==> src/rtl/ram_arb_pkg.sv <==
// Shared types and helpers for the dual-port RAM arbiter.
package ram_arb_pkg;

    typedef enum logic {INIT, RUN} state_t;

    localparam int unsigned AW_DEFAULT = 5;
    localparam int unsigned DEPTH      = 2**AW_DEFAULT;
    localparam int unsigned MAXREQ     = 8;

    typedef struct packed {
        logic       found;
        logic [2:0] idx;
    } pick_t;

    // First set bit of req_mask, scanning upward from ptr, modulo n.
    function automatic pick_t rr_pick(input logic [MAXREQ-1:0] req_mask,
                                      input logic [2:0]        ptr,
                                      input int unsigned       n);
        pick_t       r;
        int unsigned j;
        r = '0;
        for (int unsigned k = 0; k < MAXREQ; k++) begin
            j = ({29'd0, ptr} + k) % n;
            if (k < n && !r.found && req_mask[j[2:0]]) begin
                r.found = 1'b1;
                r.idx   = j[2:0];
            end
        end
        return r;
    endfunction

endpackage

==> src/rtl/ram_dp_arbiter_rr_picker.sv <==
// Combinational round-robin scan of a request mask starting at a pointer.
module rr_picker
    import ram_arb_pkg::*;
#(
    parameter int unsigned NREQ = 4,
    parameter int unsigned PW   = 2
) (
    input  logic [NREQ-1:0] mask,
    input  logic [PW-1:0]   ptr,
    output logic            found,
    output logic [PW-1:0]   idx
);

    pick_t p;

    // Widen to the helper's fixed width, then narrow the result back.
    always_comb begin
        p     = rr_pick(MAXREQ'(mask), 3'(ptr), NREQ);
        found = p.found;
        idx   = PW'(p.idx);
    end

endmodule

==> src/rtl/ram_dp_arbiter.sv <==
// Shares one dual-port RAM among NREQ requesters: init sweep, then
// round-robin dual-issue arbitration with 1-cycle read response routing.
module ram_dp_arbiter
    import ram_arb_pkg::*;
#(
    parameter int unsigned   NREQ     = 4,
    parameter int unsigned   AW       = $clog2(DEPTH),
    parameter int unsigned   DW       = 8,
    parameter logic [DW-1:0] INIT_VAL = 8'h00
) (
    input  logic              clk,
    input  logic              rst,
    input  logic [NREQ-1:0]   req,
    input  logic [NREQ-1:0]   we,
    input  logic [NREQ*AW-1:0] addr,
    input  logic [NREQ*DW-1:0] wdata,
    output logic [NREQ-1:0]   gnt,
    output logic [NREQ-1:0]   rvalid,
    output logic [NREQ*DW-1:0] rdata,
    output logic              init_done,
    output logic              en_a,
    output logic              en_b,
    output logic [AW-1:0]     addr_a,
    output logic [AW-1:0]     addr_b,
    output logic [DW-1:0]     data_in_a,
    output logic [DW-1:0]     data_in_b,
    input  logic [DW-1:0]     data_out_a,
    input  logic [DW-1:0]     data_out_b
);

    localparam int unsigned PW = $clog2(NREQ);

    state_t          state;
    logic [AW-2:0]   init_cnt;
    logic [PW-1:0]   rr_ptr;
    logic            rsp_v_a, rsp_v_b;
    logic [PW-1:0]   rsp_id_a, rsp_id_b;

    logic            w0_found, w1_found;
    logic [PW-1:0]   w0_idx, w1_idx;
    logic [PW-1:0]   ptr1, ptr_after_w1;
    logic [NREQ-1:0] mask1;
    logic [AW-1:0]   addr_w0;
    logic            we_w0;

    rr_picker #(.NREQ(NREQ), .PW(PW)) u_pick0 (
        .mask  (req),
        .ptr   (rr_ptr),
        .found (w0_found),
        .idx   (w0_idx)
    );

    rr_picker #(.NREQ(NREQ), .PW(PW)) u_pick1 (
        .mask  (mask1),
        .ptr   (ptr1),
        .found (w1_found),
        .idx   (w1_idx)
    );

    // Second-winner mask: drop winner 0 and anything conflicting with it.
    always_comb begin
        addr_w0      = addr[w0_idx*AW +: AW];
        we_w0        = we[w0_idx];
        ptr1         = (w0_idx == PW'(NREQ-1)) ? '0 : w0_idx + 1'b1;
        ptr_after_w1 = (w1_idx == PW'(NREQ-1)) ? '0 : w1_idx + 1'b1;
        mask1        = req;
        mask1[w0_idx] = 1'b0;
        for (int unsigned i = 0; i < NREQ; i++) begin
            if (addr[i*AW +: AW] == addr_w0 && (we[i] || we_w0))
                mask1[i] = 1'b0;
        end
    end

    // RAM port drive and grants: sweep pattern in INIT, winners in RUN.
    always_comb begin
        gnt       = '0;
        en_a      = 1'b0;
        en_b      = 1'b0;
        addr_a    = '0;
        addr_b    = '0;
        data_in_a = '0;
        data_in_b = '0;
        if (state == INIT) begin
            en_a      = 1'b1;
            en_b      = 1'b1;
            addr_a    = {init_cnt, 1'b0};
            addr_b    = {init_cnt, 1'b1};
            data_in_a = INIT_VAL;
            data_in_b = INIT_VAL;
        end else begin
            if (w0_found) begin
                gnt[w0_idx] = 1'b1;
                en_a        = we[w0_idx];
                addr_a      = addr_w0;
                data_in_a   = wdata[w0_idx*DW +: DW];
            end
            if (w1_found) begin
                gnt[w1_idx] = 1'b1;
                en_b        = we[w1_idx];
                addr_b      = addr[w1_idx*AW +: AW];
                data_in_b   = wdata[w1_idx*DW +: DW];
            end
        end
    end

    // Route registered RAM read data to the requester that issued the read.
    always_comb begin
        rvalid = '0;
        rdata  = '0;
        if (rsp_v_a) begin
            rvalid[rsp_id_a]           = 1'b1;
            rdata[rsp_id_a*DW +: DW]   = data_out_a;
        end
        if (rsp_v_b) begin
            rvalid[rsp_id_b]           = 1'b1;
            rdata[rsp_id_b*DW +: DW]   = data_out_b;
        end
    end

    // Sweep counter, FSM, round-robin pointer and read-response tracking.
    always_ff @(posedge clk or posedge rst) begin
        if (rst) begin
            state     <= INIT;
            init_cnt  <= '0;
            rr_ptr    <= '0;
            rsp_v_a   <= 1'b0;
            rsp_v_b   <= 1'b0;
            rsp_id_a  <= '0;
            rsp_id_b  <= '0;
            init_done <= 1'b0;
        end else begin
            case (state)
                INIT: begin
                    init_cnt <= init_cnt + 1'b1;
                    rsp_v_a  <= 1'b0;
                    rsp_v_b  <= 1'b0;
                    if (init_cnt == '1) begin
                        state     <= RUN;
                        init_done <= 1'b1;
                    end
                end
                RUN: begin
                    rsp_v_a <= w0_found && !we[w0_idx];
                    rsp_v_b <= w1_found && !we[w1_idx];
                    if (w0_found && !we[w0_idx])
                        rsp_id_a <= w0_idx;
                    if (w1_found && !we[w1_idx])
                        rsp_id_b <= w1_idx;
                    // Winner 1 is always scanned after winner 0, so it is the last grant.
                    if (w1_found)
                        rr_ptr <= ptr_after_w1;
                    else if (w0_found)
                        rr_ptr <= ptr1;
                end
            endcase
        end
    end

endmodule

==> config.mk <==
export PLATFORM = sky130hd
export DESIGN_NAME = ram_dp_arbiter
export DESIGN_NICKNAME = d
export VERILOG_FILES = /design/src/rtl/ram_arb_pkg.sv /design/src/rtl/ram_dp_arbiter_rr_picker.sv /design/src/rtl/ram_dp_arbiter.sv
export SDC_FILE = /design/constraint.sdc
export NUM_CORES = 1
export LEC_CHECK = 0
export BUFFER_PORTS_ARGS = -buffer_cell sky130_fd_sc_hd__buf_2
export CAP_MARGIN = 0
export CORE_MARGIN = 2
export CORE_UTILIZATION = 35
export CTS_BUF_LIST = sky130_fd_sc_hd__clkbuf_4 sky130_fd_sc_hd__clkbuf_8
export CTS_CLUSTER_DIAMETER = 40
export CTS_CLUSTER_SIZE = 20
export DETAILED_ROUTE_END_ITERATION = 10
export GPL_TIMING_DRIVEN = 0
export PLACE_DENSITY = 0.66
export SYNTH_ARGS = -nofsm -noshare
export SYNTH_HDL_FRONTEND = slang
export SYNTH_SLANG_ARGS = --single-unit
export TNS_END_PERCENT = 10
==> constraint.sdc <==
create_clock -name clk -period 7.4 [get_ports clk]
set_clock_uncertainty 0.05 [all_clocks]
set_input_delay 1.48 -clock clk [delete_from_list [all_inputs] [get_ports clk]]
set_output_delay 1.48 -clock clk [all_outputs]
set_load 0.1 [all_outputs]
==> impl_results.html, run 1 <==
<table>
<tr><th>Metric</th><th>Value</th></tr>
<tr><th colspan="2">Run status</th></tr>
<tr><td>Result of the run</td><td>complete, but fails checks</td></tr>
<tr><td>Failing checks</td><td>capacitance limit</td></tr>
<tr><th colspan="2">Die</th></tr>
<tr><td>Boundary Pins</td><td>147</td></tr>
<tr><td>Effective utilization at floorplan</td><td>35.7%</td></tr>
<tr><td>Core box area</td><td>10800 µm²</td></tr>
<tr><td>Die Span Y</td><td>109 µm</td></tr>
<tr><td>Die Area</td><td>11900 µm²</td></tr>
<tr><td>Die outline width</td><td>109 µm</td></tr>
<tr><td>Cell Rows</td><td>38</td></tr>
<tr><th colspan="2">Routing</th></tr>
<tr><td>Post-DR wirelength/cell</td><td>19.1 µm</td></tr>
<tr><td>Average via count per standard cell</td><td>6.05</td></tr>
<tr><td>Number of nets still failing antenna checks after routing</td><td>0</td></tr>
<tr><td>Length of the first detailed-routing pass in iterations</td><td>6</td></tr>
<tr><td>Post-route DRC</td><td>0</td></tr>
<tr><td>DRT Wirelength</td><td>14.7 mm</td></tr>
<tr><td>First-iteration detailed-routing DRC count</td><td>354</td></tr>
<tr><td>Via count</td><td>4656</td></tr>
<tr><th colspan="2">Timing</th></tr>
<tr><td>Final setup violation count</td><td>0</td></tr>
<tr><td>Worst relative slew slack</td><td>0.895%</td></tr>
<tr><td>Final worst setup slack</td><td>0.189 ns</td></tr>
<tr><td>Maximum clock frequency</td><td>0.139 GHz</td></tr>
<tr><td>Period Utilization, post-route</td><td>97.4%</td></tr>
<tr><td>Unrepaired setup endpoints after global routing</td><td>false</td></tr>
<tr><td>Final Hold Fails</td><td>0</td></tr>
<tr><td>Shortest period the worst path allows</td><td>7.21 ns</td></tr>
<tr><td>Tightest Pin Transition</td><td>1.47 ns</td></tr>
<tr><td>Number of pins with negative max-slew slack in the final report</td><td>0</td></tr>
<tr><th colspan="2">Logic synthesis</th></tr>
<tr><td>Post-Synthesis Cell Area</td><td>3860 µm²</td></tr>
<tr><td>Area share of the largest cell type after synthesis</td><td>9.09%</td></tr>
<tr><td>Fraction of the yosys area taken by sequential cells</td><td>9.09%</td></tr>
<tr><td>Top cell type by total area after synthesis</td><td>sky130_fd_sc_hd__dfrtp_1</td></tr>
<tr><td>Largest cells by area after synthesis</td><td>sky130_fd_sc_hd__dfrtp_1 9.1%, sky130_fd_sc_hd__a22o_1 8.6%, sky130_fd_sc_hd__ha_1 7.1%</td></tr>
<tr><td>Main flop type after synthesis</td><td>sky130_fd_sc_hd__dfrtp_1</td></tr>
<tr><td>Number of synthesized register bits</td><td>14</td></tr>
<tr><td>Avg Cell Area, Syn</td><td>7.95 µm²</td></tr>
<tr><td>Syn nets</td><td>585</td></tr>
<tr><td>Ys async rst share</td><td>100%</td></tr>
<tr><td>Cell variety after synth</td><td>79</td></tr>
<tr><td>Yosys warning count</td><td>0</td></tr>
<tr><td>Count of flip-flops with a built-in enable after synthesis</td><td>0</td></tr>
<tr><td>Synthesized instance count</td><td>485</td></tr>
<tr><th colspan="2">Critical path</th></tr>
<tr><td>Startpoint Class</td><td>input pin</td></tr>
<tr><td>Worst setup path category</td><td>in -&gt; out</td></tr>
<tr><td>Crit end category</td><td>output port</td></tr>
<tr><td>WP data required</td><td>5.87 ns</td></tr>
<tr><td>Arrival @ worst endpoint</td><td>5.68 ns</td></tr>
<tr><td>Critical-path maximum fanout</td><td>11</td></tr>
<tr><th colspan="2">GRT</th></tr>
<tr><td>Number of antenna violations at the first check in global routing</td><td>0</td></tr>
<tr><td>Largest net degree at the start of global routing</td><td>15</td></tr>
<tr><td>Via count of the first global-routing pass</td><td>4413</td></tr>
<tr><td>Total routing usage reported by global routing</td><td>23.4%</td></tr>
<tr><td>Wire length of the first global-routing pass</td><td>22.1 mm</td></tr>
<tr><td>Overall overflow remaining after global route</td><td>0</td></tr>
<tr><th colspan="2">Clocking</th></tr>
<tr><td>Deepest level of the CTS H-tree</td><td>1</td></tr>
<tr><td>Maximum root-to-sink buffer count</td><td>2</td></tr>
<tr><td>Insertion delay of the later-clocked pin in the worst-skew pair</td><td>0.24 ns</td></tr>
<tr><td>Clock-pin slew on the worst setup and hold paths</td><td>0.06 ns</td></tr>
<tr><td>Number of buffers inserted during clock tree synthesis</td><td>3</td></tr>
<tr><td>Root Buffer Master</td><td>sky130_fd_sc_hd__clkbuf_8</td></tr>
<tr><td>Clock tree from TritonCTS</td><td>yes</td></tr>
<tr><td>Clock sink total</td><td>14</td></tr>
<tr><th colspan="2">Finish</th></tr>
<tr><td>Top library cells by usage in the layout, fill and taps aside</td><td>136 x sky130_fd_sc_hd__buf_2, 45 x sky130_fd_sc_hd__nand2_1, 38 x sky130_fd_sc_hd__a22o_1, 24 x sky130_fd_sc_hd__xnor2_1</td></tr>
<tr><td>Layout cells sized above 1</td><td>34.9%</td></tr>
<tr><td>Area overhead of the layout relative to synthesis</td><td>26.8%</td></tr>
<tr><td>Number of fillers in the final layout</td><td>1093</td></tr>
<tr><td>Multi-input logic area</td><td>3300 µm²</td></tr>
<tr><td>Most common library cell in the layout ignoring fill and taps</td><td>sky130_fd_sc_hd__buf_2</td></tr>
<tr><td>Total Nets Final</td><td>731</td></tr>
<tr><td>Register area</td><td>350 µm²</td></tr>
<tr><td>Number of standard cells in the layout, taps in and fillers out</td><td>770</td></tr>
<tr><td>Diode count</td><td>0</td></tr>
<tr><td>Share of the core filled with cells</td><td>45.3%</td></tr>
<tr><th colspan="2">Place</th></tr>
<tr><td>Port Buffer Count</td><td>140</td></tr>
<tr><td>DP Worst Slack</td><td>-0.542 ns</td></tr>
<tr><td>Gp weighted congestion</td><td>0.906</td></tr>
<tr><td>Detailed-placement wirelength estimate</td><td>11.8 mm</td></tr>
<tr><td>Total instance count after detailed placement</td><td>765</td></tr>
<tr><th colspan="2">Worst hold path</th></tr>
<tr><td>Hold WC Path Type</td><td>reg -&gt; reg</td></tr>
<tr><th colspan="2">Flow run</th></tr>
<tr><td>Total of max-cap violations</td><td>1</td></tr>
</table>
critical path: stages:
cell and delay, ns:
sky130_fd_sc_hd__buf_2 0.17, sky130_fd_sc_hd__nor2b_2 0.19, sky130_fd_sc_hd__a221oi_4 0.30, sky130_fd_sc_hd__nor2_1 0.13, sky130_fd_sc_hd__clkbuf_2 0.23, sky130_fd_sc_hd__buf_2 0.25, sky130_fd_sc_hd__clkbuf_4 0.25, sky130_fd_sc_hd__ha_1 0.29
sky130_fd_sc_hd__nor2b_2 0.20, sky130_fd_sc_hd__inv_1 0.06, sky130_fd_sc_hd__a31o_2 0.22, sky130_fd_sc_hd__a31oi_1 0.25, sky130_fd_sc_hd__nand3b_1 0.15, sky130_fd_sc_hd__mux2_2 0.34, sky130_fd_sc_hd__nand2_4 0.15, sky130_fd_sc_hd__buf_6 0.19
sky130_fd_sc_hd__nor2_1 0.06, sky130_fd_sc_hd__a211oi_1 0.26, sky130_fd_sc_hd__buf_2 0.48
kinds of logic after synthesis:
group,synth area share [%]
AO/OA/AOI/OAI,36.4
XOR/XNOR,6.59
adder cells (fa/ha/maj),7.14
buffers and inverters,6.75
flip-flops,9.09
multiplexers,12.0
AND/OR/NAND/NOR,22.0
cell type report:
cell class,instances,share of cell area [%]
buffer,34,3.81
clock buffer,4,1.13
inverter,22,1.69
multi-input combinational,414,67.5
sequential,14,7.16
tap,140,3.58
timing repair buffer,142,15.1
timing repair:
item,4_1_cts,5_1_grt
resized for setup,6,22
buffers inserted,0,2
endpoints found under the setup margin,18,18
cloned,0,0
hold buffers,0,0
registers in the layout (all words and copies together) (netlist names):
name       cells
rsp_id_b       2
rsp_v_a        1
rr_ptr         2
init_done      1
state          1
init_cnt       4
rsp_id_a       2
rsp_v_b        1
final timing paths:
kind	slack [ns]	start	cells past startpoint	to
max in group asynchronous	5.74	rst	2	init_cnt[0]$_DFFE_PP0N_
min in group asynchronous	1.22	rst	2	init_cnt[1]$_DFFE_PP0N_
worst min register to register	0.43	init_done$_DFFE_PP0P_	1	init_done$_DFFE_PP0P_
worst min-delay path	0.43	init_done$_DFFE_PP0P_	1	init_done$_DFFE_PP0P_
worst max register to register	2.82	rr_ptr[1]$_DFFE_PP0P_	15	rr_ptr[0]$_DFFE_PP0P_
worst max-delay path	0.19	req[2]	19	data_in_b[0]
through the flow:
| step | hold WS (ns) | TNS [ns] | cell area (µm²) |
|---|---|---|---|
| after global placement | 0.415 | -8.45 | 4740 |
| after global routing | 0.477 | 0 | 4890 |
| final | 0.433 | 0 | 4890 |
| after floorplan | 0.438 | -7.26 | 3860 |
| after CTS | 0.446 | 0 | 4810 |
| after detailed placement | 0.433 | -7.77 | 4740 |
per-layer routing:
| layer | up-vias | GRT usage [%] | part of all wire, % |
|---|---|---|---|
| met5 | - | 0 | 0 |
| met4 | 0 | 7.51 | 2.8 |
| met2 | 262 | 42.0 | 49 |
| met3 | 35 | 1.61 | 7.3 |
| li1 | 2154 | - | - |
| met1 | 2205 | 29.5 | 41 |
Yosys cell counts, types with 8 or more instances:
| master | n |
|---|---|
| sky130_fd_sc_hd__o32ai_1 | 8 |
| sky130_fd_sc_hd__a31oi_1 | 9 |
| sky130_fd_sc_hd__nand2b_1 | 23 |
| sky130_fd_sc_hd__clkbuf_1 | 22 |
| sky130_fd_sc_hd__mux4_2 | 8 |
| sky130_fd_sc_hd__nand3_1 | 22 |
| sky130_fd_sc_hd__xnor2_1 | 24 |
| sky130_fd_sc_hd__nor2_1 | 15 |
| sky130_fd_sc_hd__mux2i_1 | 12 |
| sky130_fd_sc_hd__o21ai_0 | 13 |
| sky130_fd_sc_hd__inv_1 | 20 |
| sky130_fd_sc_hd__and2_1 | 9 |
| sky130_fd_sc_hd__a21oi_1 | 17 |
| sky130_fd_sc_hd__nor2b_1 | 9 |
| sky130_fd_sc_hd__a22o_1 | 38 |
| sky130_fd_sc_hd__nand2_1 | 45 |
| sky130_fd_sc_hd__nor3_1 | 15 |
| sky130_fd_sc_hd__ha_1 | 22 |
| sky130_fd_sc_hd__dfrtp_1 | 14 |
| sky130_fd_sc_hd__a211oi_1 | 22 |
Power of run 1 is not shown: default switching activity piles up to over one toggle a cycle in this logic, so the estimate is an artifact.
==> run 2, diff against run 1 <==
PLACE_DENSITY = default   (was 0.66)
SYNTH_HIERARCHICAL = 1   (was default)
==> impl_results.html, run 2 <==
<table>
<tr><th>Metric</th><th>Value</th></tr>
<tr><th colspan="2">Finish</th></tr>
<tr><td>Register with the most flip-flops</td><td>init_cnt</td></tr>
<tr><td>Top library cells by usage in the layout, fill and taps aside</td><td>146 x sky130_fd_sc_hd__buf_2, 41 x sky130_fd_sc_hd__a22o_1, 37 x sky130_fd_sc_hd__nand2_1, 22 x sky130_fd_sc_hd__mux4_2, 22 x sky130_fd_sc_hd__ha_1</td></tr>
<tr><td>Layout cells sized above 1</td><td>42.2% (+7.2 points)</td></tr>
<tr><td>Flip-flop count of the largest register after layout</td><td>4 (unchanged)</td></tr>
<tr><td>Total Nets Final</td><td>600 (-18%)</td></tr>
<tr><td>Area overhead of the layout relative to synthesis</td><td>29.0%</td></tr>
<tr><td>Diode count</td><td>0 (unchanged)</td></tr>
<tr><td>Number of standard cells in the layout, taps in and fillers out</td><td>606 (-21%)</td></tr>
<tr><td>Most common library cell in the layout ignoring fill and taps</td><td>sky130_fd_sc_hd__buf_2</td></tr>
<tr><th colspan="2">Clocking</th></tr>
<tr><td>Insertion delay of the later-clocked pin in the worst-skew pair</td><td>0.24 ns (about the same)</td></tr>
<tr><td>Clock-pin slew on the worst setup and hold paths</td><td>0.05 ns (about the same)</td></tr>
<tr><td>Deepest level of the CTS H-tree</td><td>1 (unchanged)</td></tr>
<tr><td>Maximum root-to-sink buffer count</td><td>2 (unchanged)</td></tr>
<tr><td>Root Buffer Master</td><td>sky130_fd_sc_hd__clkbuf_8</td></tr>
<tr><td>Hold_buf cts</td><td>0 (unchanged)</td></tr>
<tr><td>Number of buffers inserted during clock tree synthesis</td><td>3 (unchanged)</td></tr>
<tr><td>Clock tree from TritonCTS</td><td>yes</td></tr>
<tr><td>Clock sink total</td><td>14 (unchanged)</td></tr>
<tr><th colspan="2">Timing</th></tr>
<tr><td>Shortest period the worst path allows</td><td>7.16 ns (-0.0529 ns)</td></tr>
<tr><td>Total negative setup slack</td><td>0 ns (unchanged)</td></tr>
<tr><td>Maximum clock frequency</td><td>0.140 GHz (+0.74%)</td></tr>
<tr><td>Number of pins with negative max-slew slack in the final report</td><td>0 (unchanged)</td></tr>
<tr><td>Unrepaired setup endpoints after global routing</td><td>false</td></tr>
<tr><td>Final setup violation count</td><td>0 (unchanged)</td></tr>
<tr><td>Smallest hold slack</td><td>0.423 ns (-0.00986 ns)</td></tr>
<tr><td>Tightest Pin Transition</td><td>0.887 ns (-0.586 ns)</td></tr>
<tr><td>Period Utilization, post-route</td><td>96.7% (-0.72 points)</td></tr>
<tr><td>Worst relative slew slack</td><td>40.7% (+40 points)</td></tr>
<tr><td>Final Hold Fails</td><td>0 (unchanged)</td></tr>
<tr><td>Final worst setup slack</td><td>0.242 ns (+0.0529 ns)</td></tr>
<tr><th colspan="2">Logic synthesis</th></tr>
<tr><td>Area fraction in compound gates after synthesis</td><td>25.2% (-11 points)</td></tr>
<tr><td>Main flop type after synthesis</td><td>sky130_fd_sc_hd__dfrtp_1</td></tr>
<tr><td>Post-synthesis xor/xnor area fraction</td><td>8.78% (+2.2 points)</td></tr>
<tr><td>Top cell type by total area after synthesis</td><td>sky130_fd_sc_hd__mux4_2</td></tr>
<tr><td>Count of flip-flops with a built-in enable after synthesis</td><td>0 (unchanged)</td></tr>
<tr><td>Fraction of the yosys area taken by sequential cells</td><td>11.0% (+1.9 points)</td></tr>
<tr><td>Main combinational cell family by area after synthesis</td><td>compound AO/OA/AOI/OAI gates</td></tr>
<tr><td>Synthesized instance count</td><td>352 (-27%)</td></tr>
<tr><td>Share of synthesized cell area in and, or, nand and nor gates</td><td>15.4% (-6.6 points)</td></tr>
<tr><td>Adder-Cell Fraction of Synth Area</td><td>8.62% (+1.5 points)</td></tr>
<tr><td>Syn nets</td><td>452 (-23%)</td></tr>
<tr><td>Share of synthesized area spent on multiplexers</td><td>22.8% (+11 points)</td></tr>
<tr><td>Cell variety after synth</td><td>58 (-27%)</td></tr>
<tr><td>Most common cell in the netlist</td><td>sky130_fd_sc_hd__a22o_1</td></tr>
<tr><td>Largest cells by area after synthesis</td><td>sky130_fd_sc_hd__mux4_2 16%, sky130_fd_sc_hd__a22o_1 11%, sky130_fd_sc_hd__dfrtp_1 11%</td></tr>
<tr><td>Post-Synthesis Cell Area</td><td>3190 µm² (-17%)</td></tr>
<tr><td>Top cells by instance count after synthesis</td><td>41 x sky130_fd_sc_hd__a22o_1, 37 x sky130_fd_sc_hd__nand2_1, 22 x sky130_fd_sc_hd__ha_1, 22 x sky130_fd_sc_hd__mux4_2</td></tr>
<tr><td>Number of synthesized register bits</td><td>14 (unchanged)</td></tr>
<tr><td>Area share of the largest cell type after synthesis</td><td>15.5% (+6.4 points)</td></tr>
<tr><td>Avg Cell Area, Syn</td><td>9.07 µm² (+14%)</td></tr>
<tr><td>Yosys warning count</td><td>6 (+6)</td></tr>
<tr><td>Ys async rst share</td><td>100% (unchanged)</td></tr>
<tr><th colspan="2">Die</th></tr>
<tr><td>Die Span Y</td><td>99.5 µm (-8.7%)</td></tr>
<tr><td>Core box area</td><td>8760 µm² (-19%)</td></tr>
<tr><td>Die Area</td><td>9900 µm² (-17%)</td></tr>
<tr><td>Cell Rows</td><td>34 (-11%)</td></tr>
<tr><td>Effective utilization at floorplan</td><td>36.4% (+0.69 points)</td></tr>
<tr><td>Die outline width</td><td>99.5 µm (-8.7%)</td></tr>
<tr><td>Boundary Pins</td><td>147 (unchanged)</td></tr>
<tr><th colspan="2">Routing</th></tr>
<tr><td>Via count</td><td>3421 (-27%)</td></tr>
<tr><td>Post-DR wirelength/cell</td><td>18.0 µm (-5.5%)</td></tr>
<tr><td>Length of the first detailed-routing pass in iterations</td><td>4 (-2)</td></tr>
<tr><td>DRT Wirelength</td><td>10.9 mm (-26%)</td></tr>
<tr><td>Post-route DRC</td><td>0 (unchanged)</td></tr>
<tr><td>Average via count per standard cell</td><td>5.65 (-6.6%)</td></tr>
<tr><td>First-iteration detailed-routing DRC count</td><td>147 (-58%)</td></tr>
<tr><td>Number of nets still failing antenna checks after routing</td><td>0 (unchanged)</td></tr>
<tr><th colspan="2">Place</th></tr>
<tr><td>Total instance count after detailed placement</td><td>603 (-21%)</td></tr>
<tr><td>Gp weighted congestion</td><td>0.900 (-0.73%)</td></tr>
<tr><td>Detailed-placement wirelength estimate</td><td>8.96 mm (-24%)</td></tr>
<tr><td>Port Buffer Count</td><td>143 (+2.1%)</td></tr>
<tr><td>DP Worst Slack</td><td>-0.167 ns (+0.375 ns)</td></tr>
<tr><th colspan="2">Worst hold path</th></tr>
<tr><td>Hold WC Path Type</td><td>reg -&gt; reg</td></tr>
<tr><th colspan="2">Critical path</th></tr>
<tr><td>Worst setup path category</td><td>in -&gt; out</td></tr>
<tr><td>Arrival @ worst endpoint</td><td>5.63 ns (-0.05 ns)</td></tr>
<tr><td>WP data required</td><td>5.87 ns (about the same)</td></tr>
<tr><td>Startpoint Class</td><td>input pin</td></tr>
<tr><td>Critical-path maximum fanout</td><td>10 (-1)</td></tr>
<tr><td>Crit end category</td><td>output port</td></tr>
<tr><th colspan="2">Run status</th></tr>
<tr><td>Result of the run</td><td>finished clean</td></tr>
<tr><th colspan="2">GRT</th></tr>
<tr><td>Total routing usage reported by global routing</td><td>21.2% (-2.2 points)</td></tr>
<tr><td>Number of antenna violations at the first check in global routing</td><td>0 (unchanged)</td></tr>
<tr><td>Via count of the first global-routing pass</td><td>3435 (-22%)</td></tr>
<tr><td>Overall overflow remaining after global route</td><td>0 (unchanged)</td></tr>
<tr><td>Wire length of the first global-routing pass</td><td>17.1 mm (-23%)</td></tr>
<tr><td>Largest net degree at the start of global routing</td><td>15 (unchanged)</td></tr>
<tr><th colspan="2">Flow run</th></tr>
<tr><td>Total of max-cap violations</td><td>0 (-1)</td></tr>
</table>
==> run 2: cell types whose count changed after synthesis, sizes merged, moves of 8 or more <==
cell    change
nand3      -17
xnor2      -12
nand2b     -19
mux4       +14
a31oi       -9
nor3       -13
a211oi     -17
clkbuf     -13
o32ai       -8
nand2       -9
xor2       +15
==> run 2: kinds of logic after synthesis <==
logic type               count (synthesis)
buffers and inverters                   46
flip-flops                              14
multiplexers                            43
XOR/XNOR                                32
AND/OR/NAND/NOR                         92
adder cells (fa/ha/maj)                 22
AO/OA/AOI/OAI                          103
==> run 2: stage by stage <==
| step | instance area, µm² | util, % |
|---|---|---|
| after floorplan | 3190 | - |
| after global placement | 4040 | 46.1 |
| after detailed placement | 4040 | 46.1 |
| after CTS | 4090 | 46.7 |
| after global routing | 4120 | 47.0 |
| final | 4120 | 47.0 |
==> run 2: worst paths after layout <==
| kind | startpoint | slack [ns] | endpoint | cells past startpoint |
|---|---|---|---|---|
| min in group asynchronous | rst | 1.22 | rsp_id_b[0]$_DFFE_PP0P_ | 2 |
| hold reg to reg | init_done$_DFFE_PP0P_ | 0.42 | init_done$_DFFE_PP0P_ | 1 |
| setup / recovery | req[1] | 0.24 | addr_b[0] | 19 |
| hold / removal | init_done$_DFFE_PP0P_ | 0.42 | init_done$_DFFE_PP0P_ | 1 |
| setup reg to reg | rr_ptr[0]$_DFFE_PP0P_ | 3.03 | rr_ptr[1]$_DFFE_PP0P_ | 18 |
| max in group asynchronous | rst | 5.73 | init_cnt[0]$_DFFE_PP0N_ | 2 |
==> run 2: critical path: stages <==
cell and delay (ns):
sky130_fd_sc_hd__buf_2 0.11, sky130_fd_sc_hd__inv_1 0.05, sky130_fd_sc_hd__a221o_1 0.36, sky130_fd_sc_hd__a21oi_2 0.22, sky130_fd_sc_hd__buf_6 0.21, sky130_fd_sc_hd__mux2i_2 0.30
sky130_fd_sc_hd__xor2_1 0.17, sky130_fd_sc_hd__o2111ai_1 0.16, sky130_fd_sc_hd__a221oi_2 0.40, sky130_fd_sc_hd__nor3b_1 0.16, sky130_fd_sc_hd__a21oi_1 0.16, sky130_fd_sc_hd__o21ai_0 0.08
sky130_fd_sc_hd__a21oi_1 0.28, sky130_fd_sc_hd__clkbuf_2 0.29, sky130_fd_sc_hd__buf_2 0.36, sky130_fd_sc_hd__mux4_2 0.40, sky130_fd_sc_hd__nand2_1 0.09, sky130_fd_sc_hd__nand2_1 0.06
sky130_fd_sc_hd__clkbuf_4 0.28
==> run 2: metal layers <==
layer	wire, µm	GRT usage, %
met1	4340	26.0
met2	5690	39.5
met3	723	1.62
met4	178	6.32
met5	0	0
==> run 2: what timing repair did <==
action / 4_1_cts / 5_1_grt
endpoints found under the setup margin: 10 / 17
gates resized for setup: 3 / 8
setup buffers: 0 / 0
cloned: 0 / 0
==> run 2: cell type report <==
cell class | instances | area [µm²]
Inverter | 24 | 90.1
Buffer | 22 | 185
Clock buffer | 3 | 41.3
Sequential cell | 14 | 350
Tap cell | 108 | 135
Timing Repair Buffer | 143 | 718
Fill cell | 887 | 4650
Multi-Input combinational cell | 292 | 2600
Power of run 2 is left out for the same reason.
==> run 3, diff against run 2 <==
SYNTH_HIERARCHICAL = default   (was 1)
clock period = 7.3 ns   (was 7.4 ns; I/O delays follow)
==> impl_results.html, run 3 (synthesized netlist as in run 1, its figures left out) <==
<table>
<tr><th>Metric</th><th>Value</th></tr>
<tr><th colspan="2">Run status</th></tr>
<tr><td>Result of the run</td><td>complete, but fails checks</td></tr>
<tr><td>Failing checks</td><td>capacitance limit, slew limit</td></tr>
<tr><th colspan="2">Finish</th></tr>
<tr><td>Multi-input logic area</td><td>3270 µm² (+26%)</td></tr>
<tr><td>Register with the most flip-flops</td><td>init_cnt</td></tr>
<tr><td>Number of standard cells in the layout, taps in and fillers out</td><td>768 (+27%)</td></tr>
<tr><td>Top library cells by usage in the layout, fill and taps aside</td><td>133 x sky130_fd_sc_hd__buf_2, 45 x sky130_fd_sc_hd__nand2_1, 38 x sky130_fd_sc_hd__a22o_1, 24 x sky130_fd_sc_hd__xnor2_1, 23 x sky130_fd_sc_hd__nand2b_1</td></tr>
<tr><td>Share of the core filled with cells</td><td>45.0% (-2.0 points)</td></tr>
<tr><td>Most common library cell in the layout ignoring fill and taps</td><td>sky130_fd_sc_hd__buf_2</td></tr>
<tr><td>Area overhead of the layout relative to synthesis</td><td>26.0%</td></tr>
<tr><td>Total Nets Final</td><td>729 (+22%)</td></tr>
<tr><td>Diode count</td><td>0 (unchanged)</td></tr>
<tr><td>Flip-flop count of the largest register after layout</td><td>4 (unchanged)</td></tr>
<tr><td>Number of fillers in the final layout</td><td>1124 (+27%)</td></tr>
<tr><td>Layout cells sized above 1</td><td>34.1% (-8.1 points)</td></tr>
<tr><td>Register area</td><td>350 µm² (unchanged)</td></tr>
<tr><th colspan="2">Routing</th></tr>
<tr><td>Post-route DRC</td><td>0 (unchanged)</td></tr>
<tr><td>First-iteration detailed-routing DRC count</td><td>381 (+160%)</td></tr>
<tr><td>Number of nets still failing antenna checks after routing</td><td>0 (unchanged)</td></tr>
<tr><td>Via count</td><td>4629 (+35%)</td></tr>
<tr><td>Average via count per standard cell</td><td>6.03 (+6.8%)</td></tr>
<tr><td>Post-DR wirelength/cell</td><td>19.2 µm (+6.3%)</td></tr>
<tr><td>DRT Wirelength</td><td>14.7 mm (+35%)</td></tr>
<tr><td>Length of the first detailed-routing pass in iterations</td><td>5 (+1)</td></tr>
<tr><th colspan="2">Critical path</th></tr>
<tr><td>CP most frequent cell</td><td>sky130_fd_sc_hd__buf_2</td></tr>
<tr><td>CP max stage cell</td><td>sky130_fd_sc_hd__buf_2</td></tr>
<tr><td>Arrival @ worst endpoint</td><td>5.59 ns (-0.04 ns)</td></tr>
<tr><td>Cell Chain, Critical Path</td><td>buf_2 -&gt; nor2b_1 -&gt; a221oi_2 -&gt; nor2_1 -&gt; buf_2 -&gt; buf_2 -&gt; clkbuf_4 -&gt; ha_1 -&gt; nor2b_2 -&gt; inv_1 -&gt; a31o_2 -&gt; a31oi_1 -&gt; nand3b_1 -&gt; mux2_2 -&gt; nand2_4 -&gt; buf_6 -&gt; nor2_1 -&gt; a211oi_1 -&gt; buf_2</td></tr>
<tr><td>Startpoint Class</td><td>input pin</td></tr>
<tr><td>Critical-path maximum fanout</td><td>11 (+1)</td></tr>
<tr><td>WP data required</td><td>5.79 ns (-0.08 ns)</td></tr>
<tr><td>Worst setup path category</td><td>in -&gt; out</td></tr>
<tr><td>Crit end category</td><td>output port</td></tr>
<tr><td>Max stage delay on crit path</td><td>0.47 ns (+0.07 ns)</td></tr>
<tr><th colspan="2">Die</th></tr>
<tr><td>Die Span Y</td><td>109 µm (+9.5%)</td></tr>
<tr><td>Cell Rows</td><td>38 (+12%)</td></tr>
<tr><td>Die Area</td><td>11900 µm² (+20%)</td></tr>
<tr><td>Core box area</td><td>10800 µm² (+23%)</td></tr>
<tr><td>Effective utilization at floorplan</td><td>35.7% (-0.69 points)</td></tr>
<tr><td>Boundary Pins</td><td>147 (unchanged)</td></tr>
<tr><td>Die outline width</td><td>109 µm (+9.5%)</td></tr>
<tr><th colspan="2">GRT</th></tr>
<tr><td>GRT Max-Usage Layer</td><td>met2</td></tr>
<tr><td>Global routing met2 resource utilization</td><td>43.9% (+4.4 points)</td></tr>
<tr><td>Number of antenna violations at the first check in global routing</td><td>0 (unchanged)</td></tr>
<tr><td>Via count of the first global-routing pass</td><td>4341 (+26%)</td></tr>
<tr><td>Overall overflow remaining after global route</td><td>0 (unchanged)</td></tr>
<tr><td>Total routing usage reported by global routing</td><td>23.9% (+2.7 points)</td></tr>
<tr><td>Largest net degree at the start of global routing</td><td>15 (unchanged)</td></tr>
<tr><td>Global routing usage on met3</td><td>2.75% (+1.1 points)</td></tr>
<tr><td>Wire length of the first global-routing pass</td><td>22.6 mm (+32%)</td></tr>
<tr><td>GR Layer Usage met1</td><td>29.5% (+3.5 points)</td></tr>
<tr><th colspan="2">Timing</th></tr>
<tr><td>Unrepaired setup endpoints after global routing</td><td>true</td></tr>
<tr><td>Period Utilization, post-route</td><td>97.3%</td></tr>
<tr><td>Tightest Pin Transition</td><td>1.50 ns (+0.618 ns)</td></tr>
<tr><td>Final Hold Fails</td><td>0 (unchanged)</td></tr>
<tr><td>Final worst setup slack</td><td>0.195 ns (-0.0473 ns)</td></tr>
<tr><td>Shortest period the worst path allows</td><td>7.10 ns</td></tr>
<tr><td>Final setup violation count</td><td>0 (unchanged)</td></tr>
<tr><td>Number of pins with negative max-slew slack in the final report</td><td>9 (+9)</td></tr>
<tr><td>Maximum clock frequency</td><td>0.141 GHz</td></tr>
<tr><td>Worst relative slew slack</td><td>-1.72% (-42 points)</td></tr>
<tr><th colspan="2">Flow run</th></tr>
<tr><td>Total of max-cap violations</td><td>1 (+1)</td></tr>
<tr><th colspan="2">Clocking</th></tr>
<tr><td>Number of buffers inserted during clock tree synthesis</td><td>3 (unchanged)</td></tr>
<tr><td>Insertion delay of the later-clocked pin in the worst-skew pair</td><td>0.24 ns (about the same)</td></tr>
<tr><td>Deepest level of the CTS H-tree</td><td>1 (unchanged)</td></tr>
<tr><td>Post-CTS Setup Bufs</td><td>0 (unchanged)</td></tr>
<tr><td>Clock sink total</td><td>14 (unchanged)</td></tr>
<tr><td>Root Buffer Master</td><td>sky130_fd_sc_hd__clkbuf_8</td></tr>
<tr><td>Clock-pin slew on the worst setup and hold paths</td><td>0.06 ns (about the same)</td></tr>
<tr><td>Maximum root-to-sink buffer count</td><td>2 (unchanged)</td></tr>
<tr><td>Hold_buf cts</td><td>0 (unchanged)</td></tr>
<tr><td>Clock tree from TritonCTS</td><td>yes</td></tr>
<tr><th colspan="2">Place</th></tr>
<tr><td>Gp weighted congestion</td><td>0.949 (+5.5%)</td></tr>
<tr><td>Total instance count after detailed placement</td><td>765 (+27%)</td></tr>
<tr><td>Port Buffer Count</td><td>140 (-2.1%)</td></tr>
<tr><td>Detailed-placement wirelength estimate</td><td>12.1 mm (+35%)</td></tr>
<tr><td>DP Worst Slack</td><td>-0.635 ns (-0.468 ns)</td></tr>
<tr><th colspan="2">Worst hold path</th></tr>
<tr><td>Hold WC Path Type</td><td>reg -&gt; reg</td></tr>
</table>
-- run 3: path summary, 6_finish.rpt --
check                                      startpoint                 endpoint  slack (ns)  depth (start not counted)
max in group asynchronous                         rst        rsp_v_b$_DFF_PP0_        5.66                          2
worst min register to register  init_done$_DFFE_PP0P_    init_done$_DFFE_PP0P_        0.44                          1
worst min-delay path            init_done$_DFFE_PP0P_    init_done$_DFFE_PP0P_        0.44                          1
worst max register to register  rr_ptr[1]$_DFFE_PP0P_    rr_ptr[0]$_DFFE_PP0P_        2.73                         18
worst max-delay path                           req[2]             data_in_b[7]        0.20                         19
min in group asynchronous                         rst  rsp_id_a[1]$_DFFE_PP0P_        1.19                          2
-- run 3: timing repair --
action,4_1_cts,5_1_grt
endpoints found under the hold margin,0,0
endpoints found under the setup margin,18,18
cloned,0,0
gates resized for setup,7,26
-- run 3: critical path: cells and delay by family --
kind | cells | cell delay, ns
adders and majority gates | 1 | 0.30
buffers and inverters | 7 | 1.59
and+or+nand+nor | 6 | 0.87
AOI/OAI and AO/OA | 4 | 1.02
muxes | 1 | 0.34
-- run 3: layer usage --
metal / wire, µm / share of wire [%]
met1: 5940 / 40
met2: 7490 / 51
met3: 1030 / 7.0
met4: 272 / 1.8
met5: 0 / 0
-- run 3: through the flow --
step           area (µm²)  hold WS (ns)  TNS [ns]
6_report             4860         0.442         0
5_1_grt              4860         0.472   -0.0803
4_1_cts              4810         0.445         0
3_5_place_dp         4740         0.432     -9.35
3_3_place_gp         4740         0.425     -8.61
2_1_floorplan        3860         0.438     -7.98
-- run 3: final cells by class --
cell class	count	share of cell area [%]
Multi-Input combinational cell	414	67.4
Timing Repair Buffer	140	15.1
Sequential cell	14	7.21
Buffer	34	3.86
Tap cell	140	3.61
Inverter	22	1.70
Clock buffer	4	1.13
Power of run 3 is left out for the same reason.
